$ cat src/rtl/game_board_ctrl.sv
// rtl/game_board_ctrl.sv - N x N board controller: square ownership, turn order, legality, win/draw detection.
module game_board_ctrl #(
  parameter int N = 3,
  parameter bit FIRST_PLAYER = 1'b0,
  localparam int NN = N * N,
  localparam int IDXW = $clog2(N * N),
  localparam int CNTW = $clog2(N * N + 1)
) (
  input  logic            clk,
  input  logic            rst,
  input  logic            start,
  input  logic            mark_valid,
  input  logic [IDXW-1:0] mark_idx,
  output logic            ready,
  output logic            player,
  output logic [NN-1:0]   marked,
  output logic [NN-1:0]   owner,
  output logic            error,
  output logic            win,
  output logic            winner,
  output logic            draw,
  output logic [CNTW-1:0] move_count
);

  typedef enum logic [1:0] {IDLE, TURN, CHECK, OVER} state_t;

  state_t          state, state_n;
  logic            player_n, error_n, win_n, winner_n, draw_n;
  logic [NN-1:0]   marked_n, owner_n, p_mask;
  logic [CNTW-1:0] count_n;
  logic            legal;

  // True when every square of some row, column or diagonal is set in m.
  function automatic logic has_win(input logic [NN-1:0] m);
    logic any, row_ok, col_ok, dia_ok, anti_ok;
    any = 1'b0;
    dia_ok = 1'b1;
    anti_ok = 1'b1;
    for (int r = 0; r < N; r++) begin
      row_ok = 1'b1;
      col_ok = 1'b1;
      for (int c = 0; c < N; c++) begin
        row_ok = row_ok & m[r*N + c];
        col_ok = col_ok & m[c*N + r];
      end
      any = any | row_ok | col_ok;
      dia_ok = dia_ok & m[r*N + r];
      anti_ok = anti_ok & m[r*N + (N - 1 - r)];
    end
    return any | dia_ok | anti_ok;
  endfunction

  // Squares held by the player who just moved; a win needs a line fully inside it.
  assign p_mask = marked & (player ? owner : ~owner);
  assign legal  = ({1'b0, mark_idx} < NN[IDXW:0]) && !marked[mark_idx];

  always_comb begin
    state_n  = state;
    player_n = player;
    marked_n = marked;
    owner_n  = owner;
    count_n  = move_count;
    error_n  = 1'b0;
    win_n    = win;
    winner_n = winner;
    draw_n   = draw;
    if (start) begin
      state_n  = TURN;
      player_n = FIRST_PLAYER;
      marked_n = '0;
      owner_n  = '0;
      count_n  = '0;
      win_n    = 1'b0;
      winner_n = 1'b0;
      draw_n   = 1'b0;
    end else begin
      case (state)
        TURN: begin
          if (mark_valid) begin
            if (legal) begin
              marked_n[mark_idx] = 1'b1;
              owner_n[mark_idx]  = player;
              count_n            = move_count + CNTW'(1);
              state_n            = CHECK;
            end else begin
              error_n = 1'b1;
            end
          end
        end
        CHECK: begin
          if (has_win(p_mask)) begin
            win_n    = 1'b1;
            winner_n = player;
            state_n  = OVER;
          end else if (move_count == NN[CNTW-1:0]) begin
            draw_n  = 1'b1;
            state_n = OVER;
          end else begin
            player_n = ~player;
            state_n  = TURN;
          end
        end
        OVER: error_n = mark_valid;
        default: ;
      endcase
    end
  end

  always_ff @(posedge clk or negedge rst) begin
    if (!rst) begin
      state      <= IDLE;
      ready      <= 1'b0;
      player     <= FIRST_PLAYER;
      marked     <= '0;
      owner      <= '0;
      move_count <= '0;
      error      <= 1'b0;
      win        <= 1'b0;
      winner     <= 1'b0;
      draw       <= 1'b0;
    end else begin
      state      <= state_n;
      ready      <= (state_n == TURN);
      player     <= player_n;
      marked     <= marked_n;
      owner      <= owner_n;
      move_count <= count_n;
      error      <= error_n;
      win        <= win_n;
      winner     <= winner_n;
      draw       <= draw_n;
    end
  end

endmodule

$ cat config.mk
export PLATFORM = sky130hd
export DESIGN_NAME = game_board_ctrl
export DESIGN_NICKNAME = d
export VERILOG_FILES = /design/src/rtl/game_board_ctrl.sv
export SDC_FILE = /design/constraint.sdc
export NUM_CORES = 1
export LEC_CHECK = 0
export ABC_AREA = 1
export CAP_MARGIN = 0
export CORE_UTILIZATION = 50
export CTS_CLUSTER_SIZE = 25
export DETAILED_ROUTE_END_ITERATION = 10
export PLACE_DENSITY = 0.8
export SYNTH_ARGS = -nofsm -noshare
export SYNTH_HDL_FRONTEND = slang
export SYNTH_SLANG_ARGS = --single-unit
export TNS_END_PERCENT = 10
$ cat constraint.sdc
create_clock -name clk -period 2.18 [get_ports clk]
set_clock_uncertainty 0.15 [all_clocks]
set_input_delay 0.218 -clock clk [delete_from_list [all_inputs] [get_ports clk]]
set_output_delay 0.218 -clock clk [all_outputs]
set_load 0.01 [all_outputs]
==> tab_implementation.tex <==
\begin{tabular}{lr}
\hline
Metric & Value \\
\hline
\multicolumn{2}{l}{\textbf{Setup path}} \\
\quad Crit. End Element & flop \\
\quad Depth of the worst register-to-register path & 10 \\
\quad Crit Reg-Reg Startpoint & player \\
\quad Critical path required time & 2240 ps \\
\quad Crit path max fanout & 19 \\
\quad Worst path arrival time & 1980 ps \\
\quad Capture point of the worst reg-to-reg path & winner \\
\quad Startpoint types & flop \\
\quad Setup Crit Path Kind & reg2reg \\
\quad Critical Path Start & player \\
\quad Setup slack, reg-to-reg & 260 ps \\
\multicolumn{2}{l}{\textbf{Logic synthesis}} \\
\quad Share of the synthesized area in the top cell type & 42.25\% \\
\quad Number of distinct standard cells referenced by the synthesized netlist & 27 \\
\quad Total of warnings raised by yosys & 0 \\
\quad Number of synthesized register bits & 30 \\
\quad Cell Area, Synth & 0.001777 mm2 \\
\quad Syn avg cell area & 7.625 um2 \\
\quad Synth Net Count & 246 \\
\quad Post-synthesis instance total & 233 \\
\quad Synth top area cells & sky130\_fd\_sc\_hd\_\_dfrtp\_1 (42\%), sky130\_fd\_sc\_hd\_\_nand2\_1 (13\%), sky130\_fd\_sc\_hd\_\_inv\_1 (5.9\%) \\
\quad Sequential-to-total area share from yosys stat & 42.25\% \\
\quad Most area-hungry cell type in the Yosys netlist & sky130\_fd\_sc\_hd\_\_dfrtp\_1 \\
\multicolumn{2}{l}{\textbf{Placed design}} \\
\quad IO buf count & 35 \\
\quad Worst setup timing slack at the placement stage & -77.27 ps \\
\quad GPL Wtd Cong & between 0.8 and 0.9 \\
\quad Final HPWL from detailed placement & 2982 um \\
\multicolumn{2}{l}{\textbf{Timing}} \\
\quad RSZ-0062 raised after global routing & false \\
\quad Final-report max-slew violation count & 0 \\
\quad Final setup slack of the worst path & 260.1 ps \\
\quad Post-route fraction of the period consumed by the critical path & between 80\% and 90\% \\
\quad Final setup violation count & 0 \\
\quad Tightest Pin Transition & 548.3 ps \\
\quad Final-report hold violation count & 0 \\
\quad Worst-case hold slack & 114.3 ps \\
\quad Fin crit period & roughly 1900 ps \\
\quad Fmax & 0.5209 GHz \\
\quad Remaining max-slew budget at the tightest pin & 63.41\% \\
\multicolumn{2}{l}{\textbf{Finish}} \\
\quad Final-layout fill cell count & 313 \\
\quad Synthesis-to-layout area growth & 26.55\% \\
\quad Proportion of layout cells with a drive suffix above 1 & around 11\% \\
\quad ANT cells & 0 \\
\quad Most frequent cells in the layout & sky130\_fd\_sc\_hd\_\_nand2\_1 (61), sky130\_fd\_sc\_hd\_\_clkdlybuf4s50\_1 (35), sky130\_fd\_sc\_hd\_\_dfrtp\_1 (30) \\
\quad Post-layout net count & a little under 300 \\
\quad Most common cell after layout, fill and taps aside & sky130\_fd\_sc\_hd\_\_nand2\_1 \\
\multicolumn{2}{l}{\textbf{Floorplan}} \\
\quad Die ar. & 0.003796 mm2 \\
\quad Starting Density & a little over half \\
\quad Overall die width & 61.61 um \\
\quad Top-level port count & 36 \\
\quad Placement row count & 21 \\
\quad Overall die height & 61.61 um \\
\quad Core Region & 0.003363 mm2 \\
\multicolumn{2}{l}{\textbf{Clock tree}} \\
\quad Clock tree from TritonCTS & yes \\
\quad Root buffer selected by CTS & sky130\_fd\_sc\_hd\_\_clkbuf\_4 \\
\quad Number of buffers created by CTS & 5 \\
\quad Hold bufs inserted after CTS & 0 \\
\quad H-tree level count & 2 \\
\quad Clock sink count & 30 \\
\quad Maximum clock insertion buffer count & 2 \\
\quad Post-cts repair resize count & 0 \\
\quad Clock transition time at the flip-flop clock pins of the worst setup and hold paths & 100 ps \\
\quad Post-CTS setup buffers & 0 \\
\quad Latest clock arrival within the worst-skew pair & 340 ps \\
\multicolumn{2}{l}{\textbf{Drt}} \\
\quad Drt total wl & 4154 um \\
\quad Antenna-violating nets left & 0 \\
\quad Number of vias per cell after detailed routing & 5.189 \\
\quad Vias after detailed routing & 1,676 \\
\quad DR WL/cell & 12.86 um \\
\quad Number of DRC markers after the initial detailed-route iteration & 93 \\
\quad Detailed Routing Iterations Pass 1 & 4 \\
\quad Count of unresolved DRC violations after routing & 0 \\
\multicolumn{2}{l}{\textbf{Power}} \\
\quad Power per unit of standard cell area & 677.0 mW/mm2 \\
\quad Max IR drop VDD & $\sim$0.45 mV \\
\quad Pwr Total & 1.522 mW \\
\quad Pleak & $\sim$1.0 nW \\
\multicolumn{2}{l}{\textbf{GRT}} \\
\quad First-pass GRT wire length & 6900 um \\
\quad Via count of the first global-routing pass & about 1,500 \\
\quad Aggregate global-route resource usage & between 20\% and 30\% \\
\quad Largest net degree at the start of global routing & 31 \\
\quad Overflow left after global routing & 0 \\
\quad Initial antenna violation count & 0 \\
\multicolumn{2}{l}{\textbf{Flow run}} \\
\quad \# Max-Cap Violations & 0 \\
\multicolumn{2}{l}{\textbf{Hold path}} \\
\quad Worst min-delay path category & in2async \\
\multicolumn{2}{l}{\textbf{Run status}} \\
\quad Run status & completed \\
\hline
\end{tabular}
flip-flops by register name (all words and copies together) (netlist names):
register and flops:
win 1, winner 1, draw 1, marked 9, ready 1, error 1, player 1, move_count 4
state 2, owner 9
kinds of logic (layout without fill, tap and decap cells):
family | after synthesis | in the layout | synth area share, %
and+or+nand+nor | 112 | 112 | 29.44
adders and majority gates | 5 | 5 | 3.521
xor gates and xnor gates | 1 | 1 | 0.4930
DFF | 30 | 30 | 42.25
AOI/OAI and AO/OA | 48 | 48 | 15.00
buffers and inverters | 37 | 81 | 9.295
cell usage after synthesis:
cell	number
sky130_fd_sc_hd__dfrtp_1	30
sky130_fd_sc_hd__nand4_4	1
sky130_fd_sc_hd__nor2_8	1
sky130_fd_sc_hd__xor2_1	1
sky130_fd_sc_hd__nand3_2	3
sky130_fd_sc_hd__buf_1	1
sky130_fd_sc_hd__a21oi_2	3
sky130_fd_sc_hd__inv_2	3
sky130_fd_sc_hd__a21oi_1	19
sky130_fd_sc_hd__ha_1	5
sky130_fd_sc_hd__inv_1	28
sky130_fd_sc_hd__o21ai_0	14
sky130_fd_sc_hd__a211oi_2	1
sky130_fd_sc_hd__nor2_1	18
sky130_fd_sc_hd__buf_6	2
sky130_fd_sc_hd__nand2_2	1
sky130_fd_sc_hd__buf_8	1
sky130_fd_sc_hd__a21boi_1	1
sky130_fd_sc_hd__o31ai_1	2
sky130_fd_sc_hd__nor2_4	1
sky130_fd_sc_hd__nand2_1	61
sky130_fd_sc_hd__nand3b_1	1
sky130_fd_sc_hd__clkbuf_1	2
sky130_fd_sc_hd__nor2_2	3
sky130_fd_sc_hd__o21ai_1	8
sky130_fd_sc_hd__nand4_1	1
sky130_fd_sc_hd__nand3_1	21
worst max-delay path, stage by stage (launching register included):
cell and delay (ps):
sky130_fd_sc_hd__dfrtp_1 420, sky130_fd_sc_hd__inv_2 250, sky130_fd_sc_hd__nor2_1 70, sky130_fd_sc_hd__nor2_1 220, sky130_fd_sc_hd__nand2_1 90, sky130_fd_sc_hd__nand3_1 110
sky130_fd_sc_hd__nand2_1 90, sky130_fd_sc_hd__nand3_1 120, sky130_fd_sc_hd__o21ai_1 110, sky130_fd_sc_hd__nand3_1 80, sky130_fd_sc_hd__o21ai_0 80
power by group:
part / internal, mW / switching [mW] / leakage, nW / total [mW]
clock network: 0.156 / 0.194 / 0.0353 / 0.350
registers: 0.606 / 0.0451 / 0.409 / 0.651
logic: 0.209 / 0.313 / 0.582 / 0.522
area by class of cell:
| type | count | area [um2] | share of cell area (%) |
|---|---|---|---|
| Multi-Input combinational cell | 166 | 860.8 | 38.29 |
| Sequential cell | 30 | 750.7 | 33.39 |
| Timing Repair Buffer | 42 | 402.9 | 17.92 |
| Inverter | 31 | 116.4 | 5.175 |
| Tap cell | 46 | 57.56 | 2.560 |
| Clock buffer | 7 | 55.05 | 2.449 |
| Clock inverter | 1 | 5.005 | 0.2226 |
worst max path at each step:
stage | to
after global placement | owner[7]
after CTS | winner
final | winner
after global routing | winner
after floorplan | winner
after detailed placement | owner[8]
per-layer routing:
metal	part of all wire (%)	GRT usage, %
met1	44	35.85
met2	46	38.25
met3	8.0	5.672
met4	1.0	7.619
met5	0	0
metrics by stage:
| stage | cell area, um2 | std cells | setup TNS, ps | utilization [%] |
|---|---|---|---|---|
| after global routing | 2248 | 323 | 0 | 66.85 |
| after global placement | 2188 | 315 | -16.72 | 65.07 |
| after detailed placement | 2188 | 315 | -506.9 | 65.07 |
| final | 2248 | 323 | 0 | 66.85 |
| after CTS | 2248 | 323 | 0 | 66.85 |
| after floorplan | 1777 | 233 | 0 | - |
Note: power is estimated with default switching activity, not from simulation.
==> RTL change (same settings) <==
Change the parameter `N` from 3 to 2.
--- a/src/rtl/game_board_ctrl.sv
+++ b/src/rtl/game_board_ctrl.sv
@@ -2,3 +2,3 @@
 module game_board_ctrl #(
-  parameter int N = 3,
+  parameter int N = 2,
   parameter bit FIRST_PLAYER = 1'b0,
Ports: changed (resized mark_idx, marked, move_count and owner); port bits go from 36 to 23. No check against the original RTL was run, so the function may have changed too.
==> RTL change against the unedited design <==
  * Synthesized area shrank 41%
  * Clock power shrank 47%
  * Routed wire length shrank 45%
  * Power shrank 31%
  * Final area shrank 40%
  * Sequential cell count shrank 11
  * Worst setup slack gained 0.18 ns
  * Largest power group unchanged
==> RTL change: results (changes against the unedited design) <==
[outcome]
status = completed

[placed_design]
io_buffers = 22  ; -37%
place_area_um2 = 1311  ; -40%
place.gp.congestion = 0.8991  ; +1.7%

[worst_setup_path]
crit_family = buffers and inverters
r2r_cells = 11  ; +1
r2r_setup_slack_ns = 0.56  ; +0.30 ns
max_stage_delay_ns = 0.58  ; +0.16 ns
crit_type = flop to output port
timing.rr.end = ready

[clock_network]
numCtsBuffers = 3  ; -2
clk_latency_ns = 0.31  ; -0.03 ns

[yosys]
ys_seq_area_frac = 0.4524  ; +0.02985
synth_area_leaders = dfrtp_1, nand2_1, inv_1
synth.avg_cell_area_um2 = 7.454  ; -2.2%
yosys.cell_types.count = 18  ; -33%
synth_nets = 152  ; -38%

[sta]
relSlewSlack = 0.7701  ; +0.1360
whs_ns = 0.06813  ; -0.04617 ns
period_needed_ns = 1.741  ; -0.1793 ns

[cells_and_area]
layout.cells.non_filler = 194  ; -40%
largestRegisters = marked (4), owner (4), move_count (3)

[global_route]
grt_max_degree = 20  ; -35%
grt_pass1_wl_um = 3698  ; -46%

[detailed_routing]
vias = 977  ; -42%

[power]
irDropWorstVdd_v = 0.0005674  ; +25%

[RTL change: final cells by class]
cell class / instances / area share
flip-flops and latches: 19 / 0.3551
multi-input cells: 94 / 0.3495
repair buffers: 24 / 0.1757
inverters: 26 / 0.07383
well taps: 27 / 0.02523
clock buffers: 3 / 0.01682
clock inverters: 1 / 0.003738
[RTL change: power by group]
| part | switching, uW | leakage (uW) | internal, uW |
|---|---|---|---|
| logic | 245 | 0.000381 | 183 |
| clock network | 115 | 0.0000177 | 68.8 |
| registers | 43.5 | 0.000256 | 402 |
| total | 403 | 0.000655 | 653 |
[RTL change: logic make-up after synthesis]
group | after synthesis | synth area share
and+or+nand+nor | 66 | 0.2679
DFF | 19 | 0.4524
AOI/OAI and AO/OA | 23 | 0.1179
adders and majority gates | 5 | 0.05952
buffers and inverters | 28 | 0.1024
[RTL change: layer usage]
layer	global-route usage	up-vias	part of all wire
met4	0.1000	0	0.021
met5	0	-	0
met3	0.02642	5	0.038
li1	-	497	-
met1	0.2773	457	0.46
met2	0.4378	18	0.48
